--- src/rtl/axi_lite_master.sv ---
// Single-outstanding AXI-Lite initiator: turns a cmd/rsp handshake interface
// into one AXI-Lite read or write transaction at a time.
module axi_lite_master #(
    parameter int ADDR_WIDTH = 4,
    parameter int DATA_WIDTH = 32
) (
    input  logic                  clk,
    input  logic                  reset,
    input  logic                  cmd_valid,
    output logic                  cmd_ready,
    input  logic                  cmd_write,
    input  logic [ADDR_WIDTH-1:0] cmd_addr,
    input  logic [DATA_WIDTH-1:0] cmd_wdata,
    output logic                  rsp_valid,
    input  logic                  rsp_ready,
    output logic                  rsp_write,
    output logic [DATA_WIDTH-1:0] rsp_rdata,
    output logic [1:0]            rsp_resp,
    output logic [ADDR_WIDTH-1:0] AWADDR,
    output logic                  AWVALID,
    input  logic                  AWREADY,
    output logic [DATA_WIDTH-1:0] WDATA,
    output logic                  WVALID,
    input  logic                  WREADY,
    input  logic [1:0]            BRESP,
    input  logic                  BVALID,
    output logic                  BREADY,
    output logic [ADDR_WIDTH-1:0] ARADDR,
    output logic                  ARVALID,
    input  logic                  ARREADY,
    input  logic [DATA_WIDTH-1:0] RDATA,
    input  logic [1:0]            RRESP,
    input  logic                  RVALID,
    output logic                  RREADY
);

    typedef enum logic [2:0] {
        S_IDLE    = 3'd0,
        S_WR_REQ  = 3'd1,
        S_WR_RESP = 3'd2,
        S_RD_REQ  = 3'd3,
        S_RD_RESP = 3'd4,
        S_RSP     = 3'd5
    } state_t;

    state_t                r_state, w_state;
    logic                  r_cmd_ready, w_cmd_ready;
    logic [ADDR_WIDTH-1:0] r_addr, w_addr;
    logic [DATA_WIDTH-1:0] r_wdata, w_wdata;
    logic                  r_awvalid, w_awvalid;
    logic                  r_wvalid, w_wvalid;
    logic                  r_bready, w_bready;
    logic                  r_arvalid, w_arvalid;
    logic                  r_rready, w_rready;
    logic                  r_aw_done, w_aw_done;
    logic                  r_w_done, w_w_done;
    logic                  r_rsp_valid, w_rsp_valid;
    logic                  r_rsp_write, w_rsp_write;
    logic [DATA_WIDTH-1:0] r_rsp_rdata, w_rsp_rdata;
    logic [1:0]            r_rsp_resp, w_rsp_resp;
    logic                  w_aw_hs, w_w_hs;

    assign w_aw_hs = r_awvalid & AWREADY;
    assign w_w_hs  = r_wvalid & WREADY;

    // State register and every registered output
    always_ff @(posedge clk or posedge reset) begin
        if (reset) begin
            r_state     <= S_IDLE;
            r_cmd_ready <= 1'b0;
            r_addr      <= {ADDR_WIDTH{1'b0}};
            r_wdata     <= {DATA_WIDTH{1'b0}};
            r_awvalid   <= 1'b0;
            r_wvalid    <= 1'b0;
            r_bready    <= 1'b0;
            r_arvalid   <= 1'b0;
            r_rready    <= 1'b0;
            r_aw_done   <= 1'b0;
            r_w_done    <= 1'b0;
            r_rsp_valid <= 1'b0;
            r_rsp_write <= 1'b0;
            r_rsp_rdata <= {DATA_WIDTH{1'b0}};
            r_rsp_resp  <= 2'b00;
        end else begin
            r_state     <= w_state;
            r_cmd_ready <= w_cmd_ready;
            r_addr      <= w_addr;
            r_wdata     <= w_wdata;
            r_awvalid   <= w_awvalid;
            r_wvalid    <= w_wvalid;
            r_bready    <= w_bready;
            r_arvalid   <= w_arvalid;
            r_rready    <= w_rready;
            r_aw_done   <= w_aw_done;
            r_w_done    <= w_w_done;
            r_rsp_valid <= w_rsp_valid;
            r_rsp_write <= w_rsp_write;
            r_rsp_rdata <= w_rsp_rdata;
            r_rsp_resp  <= w_rsp_resp;
        end
    end

    // Next-state and next-output decode
    always_comb begin
        w_state     = r_state;
        w_cmd_ready = r_cmd_ready;
        w_addr      = r_addr;
        w_wdata     = r_wdata;
        w_awvalid   = r_awvalid;
        w_wvalid    = r_wvalid;
        w_bready    = r_bready;
        w_arvalid   = r_arvalid;
        w_rready    = r_rready;
        w_aw_done   = r_aw_done;
        w_w_done    = r_w_done;
        w_rsp_valid = r_rsp_valid;
        w_rsp_write = r_rsp_write;
        w_rsp_rdata = r_rsp_rdata;
        w_rsp_resp  = r_rsp_resp;

        case (r_state)
            S_IDLE: begin
                if (cmd_valid && r_cmd_ready) begin
                    w_addr      = cmd_addr;
                    w_wdata     = cmd_wdata;
                    w_cmd_ready = 1'b0;
                    if (cmd_write) begin
                        w_awvalid = 1'b1;
                        w_wvalid  = 1'b1;
                        w_aw_done = 1'b0;
                        w_w_done  = 1'b0;
                        w_state   = S_WR_REQ;
                    end else begin
                        w_arvalid = 1'b1;
                        w_state   = S_RD_REQ;
                    end
                end else begin
                    // Also raises cmd_ready on the first cycle after reset
                    w_cmd_ready = 1'b1;
                end
            end

            S_WR_REQ: begin
                w_aw_done = r_aw_done | w_aw_hs;
                w_w_done  = r_w_done | w_w_hs;
                if (w_aw_hs) begin
                    w_awvalid = 1'b0;
                end else begin
                    w_awvalid = r_awvalid;
                end
                if (w_w_hs) begin
                    w_wvalid = 1'b0;
                end else begin
                    w_wvalid = r_wvalid;
                end
                if (w_aw_done && w_w_done) begin
                    w_bready = 1'b1;
                    w_state  = S_WR_RESP;
                end else begin
                    w_bready = 1'b0;
                end
            end

            S_WR_RESP: begin
                if (BVALID && r_bready) begin
                    w_rsp_resp  = BRESP;
                    w_rsp_rdata = {DATA_WIDTH{1'b0}};
                    w_rsp_write = 1'b1;
                    w_bready    = 1'b0;
                    w_rsp_valid = 1'b1;
                    w_state     = S_RSP;
                end else begin
                    w_bready = 1'b1;
                end
            end

            S_RD_REQ: begin
                if (r_arvalid && ARREADY) begin
                    w_arvalid = 1'b0;
                    w_rready  = 1'b1;
                    w_state   = S_RD_RESP;
                end else begin
                    w_arvalid = 1'b1;
                end
            end

            S_RD_RESP: begin
                if (RVALID && r_rready) begin
                    w_rsp_rdata = RDATA;
                    w_rsp_resp  = RRESP;
                    w_rready    = 1'b0;
                    w_rsp_write = 1'b0;
                    w_rsp_valid = 1'b1;
                    w_state     = S_RSP;
                end else begin
                    w_rready = 1'b1;
                end
            end

            S_RSP: begin
                if (r_rsp_valid && rsp_ready) begin
                    w_rsp_valid = 1'b0;
                    w_cmd_ready = 1'b1;
                    w_state     = S_IDLE;
                end else begin
                    w_rsp_valid = 1'b1;
                end
            end

            default: begin
                // Illegal encoding: drop all handshakes and fall back to idle
                w_state     = S_IDLE;
                w_cmd_ready = 1'b0;
                w_awvalid   = 1'b0;
                w_wvalid    = 1'b0;
                w_bready    = 1'b0;
                w_arvalid   = 1'b0;
                w_rready    = 1'b0;
                w_rsp_valid = 1'b0;
            end
        endcase
    end

    assign cmd_ready = r_cmd_ready;
    assign rsp_valid = r_rsp_valid;
    assign rsp_write = r_rsp_write;
    assign rsp_rdata = r_rsp_rdata;
    assign rsp_resp  = r_rsp_resp;
    assign AWADDR    = r_addr;
    assign AWVALID   = r_awvalid;
    assign WDATA     = r_wdata;
    assign WVALID    = r_wvalid;
    assign BREADY    = r_bready;
    assign ARADDR    = r_addr;
    assign ARVALID   = r_arvalid;
    assign RREADY    = r_rready;

endmodule

--- config.mk ---
export PLATFORM = sky130hd
export DESIGN_NAME = axi_lite_master
export DESIGN_NICKNAME = d
export VERILOG_FILES = /design/src/rtl/axi_lite_master.sv
export SDC_FILE = /design/constraint.sdc
export NUM_CORES = 1
export LEC_CHECK = 0
export ABC_CLOCK_PERIOD_IN_PS = 2470
export CAP_MARGIN = 20
export CORE_MARGIN = 2
export CORE_UTILIZATION = 37
export DETAILED_ROUTE_END_ITERATION = 10
export PLACE_DENSITY_LB_ADDON = 0.25
export REMOVE_ABC_BUFFERS = 1
export SYNTH_ARGS = -nofsm -noshare
export SYNTH_HDL_FRONTEND = slang
export SYNTH_SLANG_ARGS = --single-unit
--- constraint.sdc ---
create_clock -name clk -period 2.47 [get_ports clk]
set_clock_uncertainty 0.2 [all_clocks]
set_input_delay 0.247 -clock clk [delete_from_list [all_inputs] [get_ports clk]]
set_output_delay 0.247 -clock clk [all_outputs]
set_load 0.1 [all_outputs]
==> results of run 1 <==
[flip-flops by register name, indices dropped and copies added (netlist names)]
name       flops
ARVALID        1
BREADY         1
AWVALID        1
rsp_write      1
cmd_ready      1
rsp_rdata     32
r_w_done       1
RREADY         1
r_aw_done      1
WDATA         32
WVALID         1
ARADDR         4
rsp_resp       2
rsp_valid      1
r_state        3
[worst paths after layout]
path	endpoint	cells past startpoint
worst max-delay path	r_state[1]$_DFFE_PP0P_	4
worst min-delay path	rsp_resp[0]$_DFFE_PP0P_	2
worst max register to register	r_state[1]$_DFFE_PP0P_	4
worst min register to register	rsp_resp[0]$_DFFE_PP0P_	2
max in group asynchronous	WDATA[29]$_DFFE_PP0P_	4
min in group asynchronous	rsp_rdata[28]$_DFFE_PP0P_	3
[layout make-up]
cell class	instances	share of cell area (%)
flip-flops and latches	83	40.7
clock inverters	5	0.761
well taps	108	2.65
clock buffers	11	2.58
repair buffers	170	29.8
multi-input cells	146	23.1
inverters	5	0.393
[synthesized netlist by cell type, drive strengths merged, types with 2 or more instances]
cell type,n
inv,5
nand2b,3
nand2,12
clkbuf,3
a31oi,3
nor2,10
and3b,2
nand3,7
buf,14
a21oi,7
o2bb2ai,2
o211ai,2
mux2i,2
a21boi,3
o21ai,8
a22o,32
dfrtp,83
mux2,36
[repair_timing]
action | in CTS | in global routing
hold buffers | 1 | 0
endpoints found under the hold margin | 16 | 0
buffers inserted | 0 | 0
[cells by family after synthesis]
logic type | Yosys count
flip-flops | 83
AO/OA/AOI/OAI | 66
AND/OR/NAND/NOR | 42
multiplexers | 38
buffers and inverters | 22
[cells in the final DEF (no fill, tap or decap), types with 2 or more instances in the layout]
cell type	instances
nand3_1	7
dfrtp_1	83
nand2b_1	3
a22o_1	32
o21ai_0	7
and3b_1	2
clkbuf_8	9
mux2_2	36
inv_1	4
buf_12	3
clkbuf_1	2
nand2_1	11
o2bb2ai_1	2
a31oi_1	3
mux2i_1	2
nor2_1	9
buf_4	85
clkdlybuf4s50_1	81
a21boi_0	3
a21oi_1	7
clkinvlp_4	4
o211ai_1	2
[per-layer routing]
| layer | vias up | track usage, % |
|---|---|---|
| met5 | - | 0 |
| met4 | 0 | 7.17 |
| met3 | 9 | 2.74 |
| met2 | 85 | 29.2 |
| met1 | 1299 | 23.3 |
| li1 | 1250 | - |
[through the flow]
stage	std cells	utilization (%)	setup slack, ps	cell area (um2)
after floorplan	234	-	-114	3270
after global placement	511	56.1	509	4920
after detailed placement	511	56.1	496	4920
after CTS	528	58.2	532	5100
after global routing	528	58.2	339	5100
final	528	58.2	502	5100
[worst register-to-register path, stage by stage (launching register included)]
cell     delay, ps
dfrtp_1        660
inv_1          250
nand4_1        260
nand3_1        160
o41ai_1        330
==> results.txt, run 1 <==
Crit path launch -> r_state[1]$_DFFE_PP0P_
Layout cells sized above 1 -> 34.3%
Top FF cell, synth -> dfrtp_1
Post-synthesis simple-gate area fraction -> 6.64%
WL/cell -> 16.4 um
Routability cong. -> 0.822
Worst path max stage delay -> 660 ps
Worst setup EP type -> flop
TritonCTS clock tree -> yes
Chip width -> 99.5 um
PortBufs -> 163
#FFs+latches synth -> 83
Setup TNS -> 0 ps
Clk root buf -> clkbuf_8
Synth Area in Adders -> 0%
Crit-path cells -> inv_1 -> nand4_1 -> nand3_1 -> o41ai_1
H-tree Lvls -> 3
Avg Inst Size Synth -> 13.4 um2
Maxcap violations -> 0
Router iterations before antenna repair -> 4
Met2 WL -> 4460 um
Post-route ant nets -> 0
CP max stage cell -> dfrtp_1
Gr usage total -> 17.6%
Seq/Total Area, Yosys -> 61.6%
DRT iter0 DRCs -> 70
I/O Pins -> 164
Tmin final -> 1970 ps
Worst setup SP type -> flop
Crit-path max FO -> 15
Setup CP Type -> reg2reg
Skew-Pair Late Insertion Delay -> 340 ps
# rows -> 34
Final net count -> 497
DR DRC count -> 0
Slew Limit Fails -> 0
FF+latch area -> 2080 um2
Pin count of the biggest net entering global routing -> 51
Final hold slack -> 285 ps
Vias after detailed routing -> 2,643
Max Fclk -> 508 MHz
Post_cts resized -> 0
Number of synthesized flops with an enable pin -> 0
Vias in the first global route -> 2,667
Grt ovf -> 0
Relative slew margins -> 66.9%
Final Hold Viols -> 0
Detailed placement HPWL -> 6250 um
Final WL -> 8670 um
Yosys warnings -> 0
Area leader, netlist -> dfrtp_1
Synth Cell Area -> 3370 um2
CTS Buf Count -> 9
Crit-path leading delay family -> flip-flops
Post-synthesis mux area share -> 12.6%
RSZ-0062 raised after global routing -> no
WL met1 -> 3630 um
Worst Min Path Start -> rsp_resp[0]$_DFFE_PP0P_
Die area -> 9900 um2
Critical path required time -> 2500 ps
Fraction of registers with async set or reset after synthesis -> 100%
Die height -> 99.5 um
Status -> completed
CTS Sinks -> 83
Clock slew at reported path FFs -> 80 ps
Worst EP arrival -> 2000 ps
Post-synth top area share -> 61.6%
Area Overhead vs Synth -> 51.1%
Synth area leaders -> dfrtp_1 (62%), mux2_2 (12%), a22o_1 (8.3%), buf_4 (1.8%), nand2_1 (1.2%)
Post-Synth XOR/XNOR Area -> 0%
Worst r2r src -> r_state[1]$_DFFE_PP0P_
Compound-cell area share of the yosys netlist -> 15.6%
Hold WC Path Type -> reg2reg
Final setup vio count -> 0
Initial antenna violation count -> 0
Via density per instance -> 5.01
Worst-Margin Slew -> 496 ps
Antenna cells -> 0
Crit path buf inv count -> 1
First-pass GRT wire length -> 13,700 um
Largest family of logic cells by synthesized area -> compound AO/OA/AOI/OAI gates
Synth cell types -> 39
Part of the cycle the worst path needs -> 79.7%
Multi-input gate area -> 1180 um2
Clk buf depth -> 2
Worst R2R Setup Slack -> 500 ps
CORE AREA -> 8760 um2
DR WL met3 -> 461 um
Fillcell total -> 749
Initial Util -> 38.5%
Cells after synthesis -> 251
Top sig layer -> met4
Power of run 1 is left out: the tool's default activity adds up to more than one toggle a clock period on the data nets, which glitch-free logic cannot reach.
==> run 2: changes to the inputs <==
--- a/config.mk
+++ b/config.mk
@@ -5,7 +5,7 @@
 export SDC_FILE = /design/constraint.sdc
 export NUM_CORES = 1
 export LEC_CHECK = 0
-export ABC_CLOCK_PERIOD_IN_PS = 2470
+export ABC_CLOCK_PERIOD_IN_PS = 1600
 export CAP_MARGIN = 20
 export CORE_MARGIN = 2
 export CORE_UTILIZATION = 37
==> constraint.sdc (replaced) <==
create_clock -name clk -period 1.6 [get_ports clk]
set_clock_uncertainty 0.2 [all_clocks]
set_input_delay 0.16 -clock clk [delete_from_list [all_inputs] [get_ports clk]]
set_output_delay 0.16 -clock clk [all_outputs]
set_load 0.1 [all_outputs]
==> results.txt, run 2 (synthesis gave the netlist of run 1 again) <==
Pin count of the biggest net entering global routing -> 40 (was 51)
Clk root buf -> clkbuf_8 (unchanged)
Skew-Pair Late Insertion Delay -> 340 ps (about the same)
Final net count -> 526 (was 497)
Vias after detailed routing -> 2,971 (was 2,643)
Worst r2r src -> r_state[2]$_DFFE_PP0P_ (was r_state[1]$_DFFE_PP0P_)
Post-route ant nets -> 0 (unchanged)
Worst-Margin Slew -> 339 ps (was 496 ps)
WL/cell -> 19.1 um (was 16.4 um)
Worst Min Path Start -> cmd_wdata[15] (was rsp_resp[0]$_DFFE_PP0P_)
Relative slew margins -> 77.2% (was 66.9%)
I/O Pins -> 164 (unchanged)
Grt ovf -> 0 (unchanged)
Most common cell after layout, fill and taps aside -> buf_12 (was buf_4)
Chip width -> 99.5 um (unchanged)
Hold worst-path end -> WDATA[15]$_DFFE_PP0P_ (was rsp_resp[0]$_DFFE_PP0P_)
Critical path required time -> 1670 ps (was 2500 ps)
Clock slew at reported path FFs -> 90 ps (was 80 ps)
RSZ-0062 raised after global routing -> yes (was no)
Maxcap violations -> 0 (unchanged)
Worst setup EP type -> flop (unchanged)
H-tree Lvls -> 3 (unchanged)
Vias in the first global route -> 3,059 (was 2,667)
Area Overhead vs Synth -> 96.3% (was 51.1%)
PortBufs -> 163 (unchanged)
Antenna cells -> 0 (unchanged)
Clk buf depth -> 2 (unchanged)
Slew Limit Fails -> 0 (unchanged)
Final WL -> 10,600 um (was 8670 um)
Initial antenna violation count -> 0 (unchanged)
TritonCTS clock tree -> yes (unchanged)
Final setup margin -> -101 ps (was 502 ps)
Worst reg2reg path depth -> 4 (unchanged)
Fillcell total -> 559 (was 749)
Router iterations before antenna repair -> 4 (unchanged)
CTS Buf Count -> 9 (unchanged)
Status -> finished with violations (was completed)
Worst setup SP type -> flop (unchanged)
Die height -> 99.5 um (unchanged)
Tmin final -> 1700 ps (was 1970 ps)
Final setup vio count -> 75 (was 0)
Routability cong. -> 0.901 (was 0.822)
Reg2reg end -> r_state[0]$_DFFE_PP0P_ (was r_state[1]$_DFFE_PP0P_)
Initial Util -> 38.5% (unchanged)
Layout cells sized above 1 -> 43.3% (was 34.3%)
First-pass GRT wire length -> 16,100 um (was 13,700 um)
Crit-path max FO -> 4 (was 15)
DR DRC count -> 0 (unchanged)
Worst EP arrival -> 1770 ps (was 2000 ps)
Hold path depth -> 2 (unchanged)
DRT iter0 DRCs -> 108 (was 70)
Via density per instance -> 5.34 (was 5.01)
Die area -> 9900 um2 (unchanged)
Detailed placement HPWL -> 7720 um (was 6250 um)
Non-Filler Instances -> 556 (was 528)
Cells after DPL -> 535 (was 511)
Max Fclk -> 588 MHz (was 508 MHz)
Failing checks -> negative setup slack
# rows -> 34 (unchanged)
Worst R2R Setup Slack -> -100 ps (was 500 ps)
Hold WC Path Type -> in2reg (was reg2reg)
Final Hold Viols -> 0 (unchanged)
CTS Sinks -> 83 (unchanged)
Most frequent cells in the layout -> buf_12 (88), clkdlybuf4s50_1 (81), dfrtp_1 (80) (was buf_4 (85), dfrtp_1 (83), clkdlybuf4s50_1 (81))
Part of the cycle the worst path needs -> 106% (was 79.7%)
CORE AREA -> 8760 um2 (unchanged)
Setup CP Type -> reg2reg (unchanged)
Gr usage total -> 20.8% (was 17.6%)
## run 2: cell types whose count changed in the layout (fill, tap and decap cells not counted), moves of 2 or more
| cell | previous run | this run |
|---|---|---|
| buf_6 | 0 | 3 |
| nor2_1 | 9 | 7 |
| dfrtp_1 | 83 | 80 |
| bufinv_16 | 0 | 4 |
| buf_4 | 85 | 24 |
| clkbuf_1 | 2 | 0 |
| clkbuf_16 | 0 | 2 |
| nor2_4 | 0 | 2 |
| nand3_1 | 7 | 5 |
| clkinvlp_4 | 4 | 0 |
| inv_1 | 4 | 2 |
| buf_12 | 3 | 88 |
| dfrtp_2 | 0 | 3 |
## run 2: layout make-up
type / count / area, um2 / area share, %
clock inverters: 6 / 138 / 2.08
inverters: 5 / 22.5 / 0.340
repair buffers: 199 / 2850 / 43.0
clock buffers: 9 / 124 / 1.87
flip-flops and latches: 83 / 2080 / 31.4
multi-input cells: 146 / 1270 / 19.3
well taps: 108 / 135 / 2.04
## run 2: worst max-delay path by stage
| stage | slack (ps) | endpoint | startpoint |
|---|---|---|---|
| 2_1_floorplan | -900 | ARADDR[0]$_DFFE_PP0P_ | reset |
| 3_3_place_gp | -240 | r_state[0]$_DFFE_PP0P_ | cmd_valid |
| 3_5_place_dp | -290 | r_state[0]$_DFFE_PP0P_ | cmd_valid |
| 4_1_cts | -90 | rsp_resp[0]$_DFFE_PP0P_ | r_state[2]$_DFFE_PP0P_ |
| 5_1_grt | -140 | rsp_resp[0]$_DFFE_PP0P_ | r_state[2]$_DFFE_PP0P_ |
| 6_report | -100 | r_state[0]$_DFFE_PP0P_ | r_state[2]$_DFFE_PP0P_ |
## run 2: layer usage
layer	share of wire [%]	track usage, %	wire, um	up-vias
met2	55	37.9	5850	131
met5	0	0	0	-
met1	39	25.4	4140	1510
met3	4.8	4.15	507	16
li1	-	-	-	1314
met4	1.4	4.85	148	0
## run 2: stage by stage
step	hold slack [ps]	instance area, um2	utilization (%)	setup WS, ps	setup TNS, ps
after CTS	204	6500	74.2	-85.6	-2280
after global routing	204	6620	75.6	-141	-6890
after detailed placement	251	6160	70.3	-286	-13110
after global placement	250	6160	70.3	-241	-10410
final	220	6620	75.6	-101	-4270
after floorplan	100	3270	-	-897	-135880
## run 2: worst max-delay path, stage by stage (launching register included)
cell,delay [ps]
dfrtp_2,430
and3b_2,280
or4_4,460
a31o_1,210
o21ai_2,50
## run 2: timing repair
item,CTS,global route
endpoints found under the setup margin,76,81
hold buffers,1,0
pin swaps,8,6
buffers inserted,2,0
gates resized for setup,16,14
gates cloned,0,3
endpoints found under the hold margin,14,0
Power of run 2 is left out for the same reason.
==> run 3: changes to the inputs <==
--- a/config.mk
+++ b/config.mk
@@ -7,6 +7,7 @@
 export LEC_CHECK = 0
 export ABC_CLOCK_PERIOD_IN_PS = 1600
 export CAP_MARGIN = 20
+export CORE_ASPECT_RATIO = 1.25
 export CORE_MARGIN = 2
 export CORE_UTILIZATION = 37
 export DETAILED_ROUTE_END_ITERATION = 10
==> results.txt, run 3 (synthesis gave the netlist of run 1 again) <==
Area Overhead vs Synth -> 93.0% (was 96.3%)
Clk buf depth -> 2 (unchanged)
DR DRC count -> 0 (unchanged)
CTS Buf Count -> 9 (unchanged)
Setup CP Type -> reg2reg (unchanged)
Crit-path cells -> and3b_2 -> nand2_4 -> buf_12 -> mux2_2 (was and3b_2 -> or4_4 -> a31o_1 -> o21ai_2)
Layout cells sized above 1 -> 41.8% (was 43.3%)
Final setup margin -> -73.2 ps (was -101 ps)
Critical path required time -> 1640 ps (was 1670 ps)
Worst setup SP type -> flop (unchanged)
Vias after detailed routing -> 2,852 (was 2,971)
RSZ-0062 raised after global routing -> yes (unchanged)
TritonCTS clock tree -> yes (unchanged)
PortBufs -> 163 (unchanged)
Clock slew at reported path FFs -> 80 ps (was 90 ps)
Maxcap violations -> 0 (unchanged)
Crit-path max FO -> 18 (was 4)
Antenna cells -> 0 (unchanged)
Final WL -> 10,300 um (was 10,600 um)
Hold WC Path Type -> in2reg (unchanged)
Skew-Pair Late Insertion Delay -> 350 ps (was 340 ps)
Relative slew margins -> 72.8% (was 77.2%)
Post-route ant nets -> 0 (unchanged)
Via density per instance -> 5.00 (was 5.34)
Most frequent cells in the layout -> buf_12 (87), clkdlybuf4s50_1 (81), dfrtp_1 (80) (was buf_12 (88), clkdlybuf4s50_1 (81), dfrtp_1 (80))
Final net count -> 527 (was 526)
Chip width -> 89.4 um (was 99.5 um)
H-tree Lvls -> 3 (unchanged)
Cells after DPL -> 551 (was 535)
I/O Pins -> 164 (unchanged)
CTS Sinks -> 83 (unchanged)
Detailed placement HPWL -> 7650 um (was 7720 um)
Slew Limit Fails -> 0 (unchanged)
Finished Core Util -> 74.0% (was 75.6%)
Worst EP arrival -> 1710 ps (was 1770 ps)
Failing checks -> negative setup slack (unchanged)
Grt ovf -> 0 (unchanged)
Tmin final -> 1670 ps (was 1700 ps)
# rows -> 38 (was 34)
Pin count of the biggest net entering global routing -> 55 (was 40)
Final hold slack -> 216 ps (was 220 ps)
Fillcell total -> 561 (was 559)
Gr usage total -> 21.6% (was 20.8%)
Initial antenna violation count -> 0 (unchanged)
WL/cell -> 18.1 um (was 19.1 um)
Non-Filler Instances -> 570 (was 556)
Die height -> 111 um (was 99.5 um)
Worst-Margin Slew -> 405 ps (was 339 ps)
CORE AREA -> 8800 um2 (was 8760 um2)
CP max stage cell -> dfrtp_2 (was or4_4)
Initial Util -> 38.3% (was 38.5%)
Final Hold Viols -> 0 (unchanged)
DRT iter0 DRCs -> 136 (was 108)
Final setup vio count -> 72 (was 75)
Most common cell after layout, fill and taps aside -> buf_12 (unchanged)
Die area -> 9900 um2 (about the same)
FF+latch area -> 2080 um2 (unchanged)
Routability cong. -> 0.934 (was 0.901)
Vias in the first global route -> 3,020 (was 3,059)
Router iterations before antenna repair -> 4 (unchanged)
Worst setup EP type -> flop (unchanged)
Clk root buf -> clkbuf_8 (unchanged)
First-pass GRT wire length -> 16,200 um (was 16,100 um)
Status -> finished with violations (unchanged)
Worst path max stage delay -> 440 ps (was 460 ps)
Multi-input gate area -> 1240 um2 (was 1270 um2)
Part of the cycle the worst path needs -> 105% (was 106%)
Max Fclk -> 598 MHz (was 588 MHz)
==> run 3: cell count changes in the layout (fill, tap and decap cells not counted), sizes merged <==
cell / change
buf: +2
bufinv: -3
clkbuf: +2
clkinvlp: +2
inv: -1
==> run 3: cell type report <==
| class | instances | area share, % |
|---|---|---|
| clock buffer | 12 | 2.23 |
| clock inverter | 4 | 0.769 |
| inverter | 5 | 0.307 |
| multi-input combinational | 146 | 19.1 |
| sequential | 83 | 32.0 |
| tap | 120 | 2.31 |
| timing repair buffer | 200 | 43.4 |
==> run 3: critical path: cells and delay by family (launching register included) <==
| family | cells | cell delay, ps |
|---|---|---|
| flops | 1 | 440 |
| simple gates | 2 | 390 |
| buf+inv | 1 | 170 |
| mux | 1 | 360 |
==> run 3: what timing repair did <==
item	CTS	global route
endpoints found under the hold margin	23	0
setup endpoints to repair	77	78
cloned	0	1
pin swaps	3	1
hold buffers	1	0
gates resized for setup	15	10
setup buffers	1	0
==> run 3: routing by layer <==
layer,global-route usage [%],routed length (um),vias up
li1,-,-,1306
met1,25.6,3820,1421
met2,36.2,5640,106
met3,4.77,577,19
met4,10.0,308,0
met5,0,0,-
==> run 3: metrics by stage <==
stage | setup slack (ps) | setup TNS [ps] | cell area (um2)
floorplan | -897 | -135880 | 3270
global placement | -238 | -9460 | 6190
detailed placement | -248 | -10460 | 6190
CTS | -66.7 | -1990 | 6450
global route | -130 | -5890 | 6510
finish | -73.2 | -2980 | 6510
==> run 3: final timing paths <==
check                      slack [ps]                   start  depth (start not counted)                         to
max                               -70  r_state[2]$_DFFE_PP0P_                          4       WDATA[2]$_DFFE_PP0P_
min                               220           cmd_wdata[29]                          2      WDATA[29]$_DFFE_PP0P_
max reg2reg                       -70  r_state[2]$_DFFE_PP0P_                          4       WDATA[2]$_DFFE_PP0P_
min reg2reg                       310   r_aw_done$_DFFE_PP0P_                          2      r_aw_done$_DFFE_PP0P_
max in group asynchronous         310                   reset                          4  rsp_rdata[19]$_DFFE_PP0P_
min in group asynchronous         580                   reset                          4  rsp_rdata[17]$_DFFE_PP0P_
Power of run 3 is left out for the same reason.
